===== config.mk =====
export PLATFORM = sky130hd
export DESIGN_NAME = hex_share_arbiter
export DESIGN_NICKNAME = d
export VERILOG_FILES = /design/src/rtl/hex_share_arbiter.sv
export SDC_FILE = /design/constraint.sdc
export NUM_CORES = 1
export LEC_CHECK = 0
export CAP_MARGIN = 30
export CORE_MARGIN = 2
export CORE_UTILIZATION = 44
export CTS_CLUSTER_SIZE = 28
export DETAILED_ROUTE_END_ITERATION = 8
export PLACE_DENSITY_LB_ADDON = 0.3
export SLEW_MARGIN = 20
export SYNTH_ARGS = -nofsm -noshare
export SYNTH_HDL_FRONTEND = slang
export SYNTH_SLANG_ARGS = --single-unit

===== constraint.sdc =====
create_clock -name clock -period 2.6 [get_ports clock]
set_clock_uncertainty 0.05 [all_clocks]
set_input_delay 0.52 -clock clock [delete_from_list [all_inputs] [get_ports clock]]
set_output_delay 0.52 -clock clock [all_outputs]
set_load 0.005 [all_outputs]

===== src/rtl/hex_share_arbiter.sv =====
// hex_share_arbiter: round-robin sharing of one 7-segment decoder among four requesters
module hex_share_arbiter #(
  parameter int unsigned HOLD_CYCLES = 3
) (
  input  logic        clock,
  input  logic        resetn,
  input  logic [3:0]  req,
  input  logic [15:0] value,
  output logic [3:0]  dec_in,
  input  logic [6:0]  dec_seg,
  output logic [3:0]  grant,
  output logic [3:0]  done,
  output logic [27:0] seg_out,
  output logic        busy
);
  typedef enum logic [1:0] {IDLE, DRIVE, CAPTURE} state_t;
  state_t      state_q, state_d;
  logic [1:0]  ptr_q, ptr_d, win_q, win_d, pick, idx;
  logic [3:0]  cnt_q, cnt_d, grant_q, grant_d, done_q, done_d, dec_in_q, dec_in_d;
  logic [27:0] seg_q, seg_d;
  logic        busy_q, busy_d;
  always_ff @(posedge clock or negedge resetn) begin
    if (!resetn) begin
      state_q  <= IDLE;
      ptr_q    <= '0;
      win_q    <= '0;
      cnt_q    <= '0;
      grant_q  <= '0;
      done_q   <= '0;
      dec_in_q <= '0;
      seg_q    <= '1;
      busy_q   <= 1'b0;
    end else begin
      state_q  <= state_d;
      ptr_q    <= ptr_d;
      win_q    <= win_d;
      cnt_q    <= cnt_d;
      grant_q  <= grant_d;
      done_q   <= done_d;
      dec_in_q <= dec_in_d;
      seg_q    <= seg_d;
      busy_q   <= busy_d;
    end
  end
  always_comb begin
    state_d = (state_q == IDLE)  ? ((|req) ? DRIVE : IDLE) :
              (state_q == DRIVE) ? ((cnt_q == 4'd0) ? CAPTURE : DRIVE) : IDLE;
    busy_d  = (state_d != IDLE);
  end
  // Walk offsets high to low so the smallest offset from ptr wins.
  always_comb begin
    pick = ptr_q;
    idx  = ptr_q;
    for (int i = 3; i >= 0; i--) begin
      idx = ptr_q + 2'(i);
      if (req[idx]) pick = idx;
    end
  end
  always_comb begin
    ptr_d    = ptr_q;
    win_d    = win_q;
    cnt_d    = cnt_q;
    grant_d  = grant_q;
    done_d   = 4'b0000;
    dec_in_d = dec_in_q;
    seg_d    = seg_q;
    if (state_q == IDLE && (|req)) begin
      win_d    = pick;
      grant_d  = 4'b0001 << pick;
      dec_in_d = value[4*pick +: 4];
      cnt_d    = 4'(HOLD_CYCLES - 1);
    end
    if (state_q == DRIVE) begin
      cnt_d = (cnt_q == 4'd0) ? cnt_q : cnt_q - 4'd1;
      if (cnt_q == 4'd0) begin
        seg_d[7*win_q +: 7] = dec_seg;
        done_d              = grant_q;
      end
    end
    if (state_q == CAPTURE) begin
      grant_d = 4'b0000;
      ptr_d   = win_q + 2'd1;
    end
  end
  assign dec_in  = dec_in_q;
  assign grant   = grant_q;
  assign done    = done_q;
  assign seg_out = seg_q;
  assign busy    = busy_q;
endmodule


==> run_results.csv, run 1 <==
group,metric,value,unit
clocking,htreeDepth,2,
global_routing,grtUsageMet2,0.319,
floorplan,die_w,77.2,um
pwr,comb_power_share,0.434,
routing,routed_wl,5.42,mm
synth,post_synth_num_cell_types,38,
synth,synth_nets,274,
worst_setup_path,cp_cell_sequence,"clkdlybuf4s50_1 > nor3_1 > nor4_4 > nor2_2 > mux2_1 > a221o_1",
final_layout,mostFrequentLayoutCell,"clkdlybuf4s50_1",
worst_setup_path,worst-setup-path-type,"in -> reg",
synth,ys_seq_area_frac,0.556,
worst_setup_path,worstSetupStartpointType,"input pin",
clocking,cts_buffer_depth,2,
worst_setup_path,path_buf_inv,1,
final_layout,multi_input_area,997,um2
pwr,power.share.sequential,0.414,
floorplan,start_util,0.459,
synth,syn_inst,239,
synth,synthFlopType,"dfstp_2",
worst_hold_path,min_path_type,"in -> async",
run_status,status,"finished clean",
flow_run,drv_cap,0,
final_layout,stdcell_area,3260,um2
global_routing,grt-busiest-layer,"met2",
clocking,cts-root-buf,"clkbuf_8",
floorplan,die_y,77.2,um
routing,vias_per_cell,5.18,
global_routing,grt_max_degree,34,
global_routing,grt_overflow,0,
timing,drv_slew,0,
place,dp_hpwl,4.12,mm
clocking,cts_tree,"yes",
synth,syn_area,2360,um2
floorplan,io_pins,70,
final_layout,post-route-util,0.634,
routing,drc,0,
timing,tightest_slew,0.711,ns
pwr,p_leak,1.36,nW
pwr,netSwitchingPower,1.24,mW
worst_setup_path,end_kind,"flop",
timing,fin_setup_tns,0,ns
pwr,vdd.ir_drop.worst,0.491,mV
place,portBuffers,69,
global_routing,grt_use_total,0.198,
global_routing,antenna_found_initial,0,
pwr,powerDensity,1130,nW/um2
pwr,internal_power,2.43,mW
floorplan,core,5140,um2
synth,avgSynthCellArea,9.87,um2
pwr,clkPwrFrac,0.152,
clocking,path_clk_slew,0.09,ns
place,place_area,3150,um2
timing,finalSetupViolCount,0,
global_routing,grt_pass1_wl,9.51,mm
clocking,postCtsHoldBufs,0,
global_routing,grt.met1_usage,0.268,
final_layout,final_nets,349,
clocking,cts_setup_buffers,0,
clocking,clock_latency,0.30,ns
final_layout,insertedDiodeCount,0,
synth,ys_warn_count,0,
timing,worst_hold_slack,0.216,ns
final_layout,fillerInstances,465,
timing,rsz0062_at_grt,"no",
routing,dr.pass1.iters,4,
synth,synth_seq_cells,51,
synth,synth-edff-count,0,
final_layout,drive_gt1_frac,0.162,
clocking,clkSinkCount,51,
worst_setup_path,crit_family,"simple AND/OR/NAND/NOR gates",
final_layout,final_cell_mix,"clkdlybuf4s50_1, nand2_1, o21ai_0",
floorplan,dieArea,5970,um2
clocking,cts_buffers,5,
final_layout,seqCellArea,1310,um2
pwr,sw_frac_of_total,0.337,
timing,hold_viol_final,0,
clocking,ctsResizeCount,0,
timing,clock.fmax,432,MHz
routing,vias,1995,
routing,ant_nets,0,
final_layout,syn_to_final_growth,38.1,%
worst_setup_path,arrival,2.45,ns
worst_setup_path,cp_slowest_cell,"clkdlybuf4s50_1",
timing,relSlewSlack,0.526,
place,gp_congestion,0.828,
worst_setup_path,max_stage_delay,0.47,ns
floorplan,num_rows,26,
timing,post-route-min-period,2.32,ns
global_routing,grt_pass1_vias,1952,
worst_setup_path,cp.required,2.73,ns
timing,finalCritPeriodShare,0.891,
pwr,total_power,3.67,mW
routing,first_iter_violations,72,
worst_setup_path,worstPathMaxFanout,6,
synth,synthArstFlopShare,1.00,
routing,avgRoutedWirePerCell,14.1,um
global_routing,gr-usage-met3,0.0400,
==> worst reg2reg max path, stage by stage (launching register included) <==
cell and delay [ns]:
dfrtp_1 0.40, inv_1 0.09, ha_1 0.17, or3b_2 0.50
nor2_2 0.30, nand2_1 0.32, o21ai_0 0.28
==> power groups by stage <==
stage	clock (mW)	combinational (mW)	sequential (mW)
final	0.557	1.59	1.52
after global routing	0.599	1.79	1.58
after CTS	0.570	1.61	1.52
after detailed placement	0	1.60	1.53
after global placement	0	1.55	1.52
after floorplan	0	0.789	1.49
==> synthesized netlist by cell type, types with 2 or more instances <==
cell type | instances | area [um2]
o21ai_0 | 36 | 180
nor4_1 | 2 | 12.5
clkbuf_1 | 2 | 7.51
and2_1 | 4 | 25.0
nor2_2 | 2 | 12.5
ha_1 | 6 | 75.1
nor3b_1 | 2 | 15.0
nand2_1 | 60 | 225
o21a_1 | 2 | 15.0
dfrtp_1 | 23 | 576
o31ai_1 | 2 | 15.0
mux2_1 | 4 | 45.0
inv_1 | 5 | 18.8
dfstp_2 | 28 | 736
nor2b_1 | 3 | 18.8
nand3_1 | 13 | 65.1
nor3_1 | 3 | 15.0
a21oi_1 | 6 | 30.0
a221o_1 | 4 | 40.0
nor2_1 | 5 | 18.8
nand2b_1 | 4 | 25.0
a21o_1 | 3 | 22.5
buf_2 | 5 | 25.0
==> registers in the layout (all words and copies together) (netlist names) <==
signal	cells
win_q	2
state_q	2
grant	4
seg_out	28
ptr_q	2
busy	1
dec_in	4
done	4
cnt_q	4
==> cell families (layout without fill, tap and decap cells) <==
group	after synthesis	in the layout	synth area share
buf+inv	12	88	0.0217
flops	51	51	0.556
simple gates	106	106	0.217
mux	5	5	0.0239
compound gates	57	57	0.142
xor+xnor	2	2	0.00742
fa+ha+maj	6	6	0.0318
==> metrics by stage <==
step / setup slack (ns) / instances
after floorplan: 0.480 / 239
after global placement: 0.0743 / 377
after detailed placement: -0.0327 / 377
after CTS: 0.298 / 385
after global routing: 0.157 / 385
final: 0.283 / 385
==> worst paths after layout <==
kind	to	depth (start not counted)	start	slack (ns)
setup / recovery	dec_in[2]	6	req[3]	0.28
hold / removal	ptr_q[0]	1	resetn	0.22
setup reg to reg	seg_out[18]	6	cnt_q[0]	0.42
hold reg to reg	seg_out[21]	2	seg_out[21]	0.43
max in group asynchronous	seg_out[9]	2	resetn	1.52
min in group clock	seg_out[21]	2	seg_out[21]	0.43
==> routing by layer <==
layer	routed length, um	share of wire
met1	2490	0.46
met2	2610	0.48
met3	260	0.048
met4	63	0.012
met5	0	0
==> area by class of cell <==
class,count,share of cell area
inverters,5,0.00576
clock buffers,5,0.0211
flip-flops and latches,51,0.402
repair buffers,75,0.224
clock inverters,3,0.0138
multi-input cells,176,0.306
well taps,70,0.0269
Power figures use the tool's default switching activity.
==> run 2: changes to the inputs <==
CTS_CLUSTER_SIZE = not set   (was 28)
SLEW_MARGIN = 10   (was 20)
==> results of run 2 <==
Same layout as run 1: the final DEF is identical, and so are final timing and power.
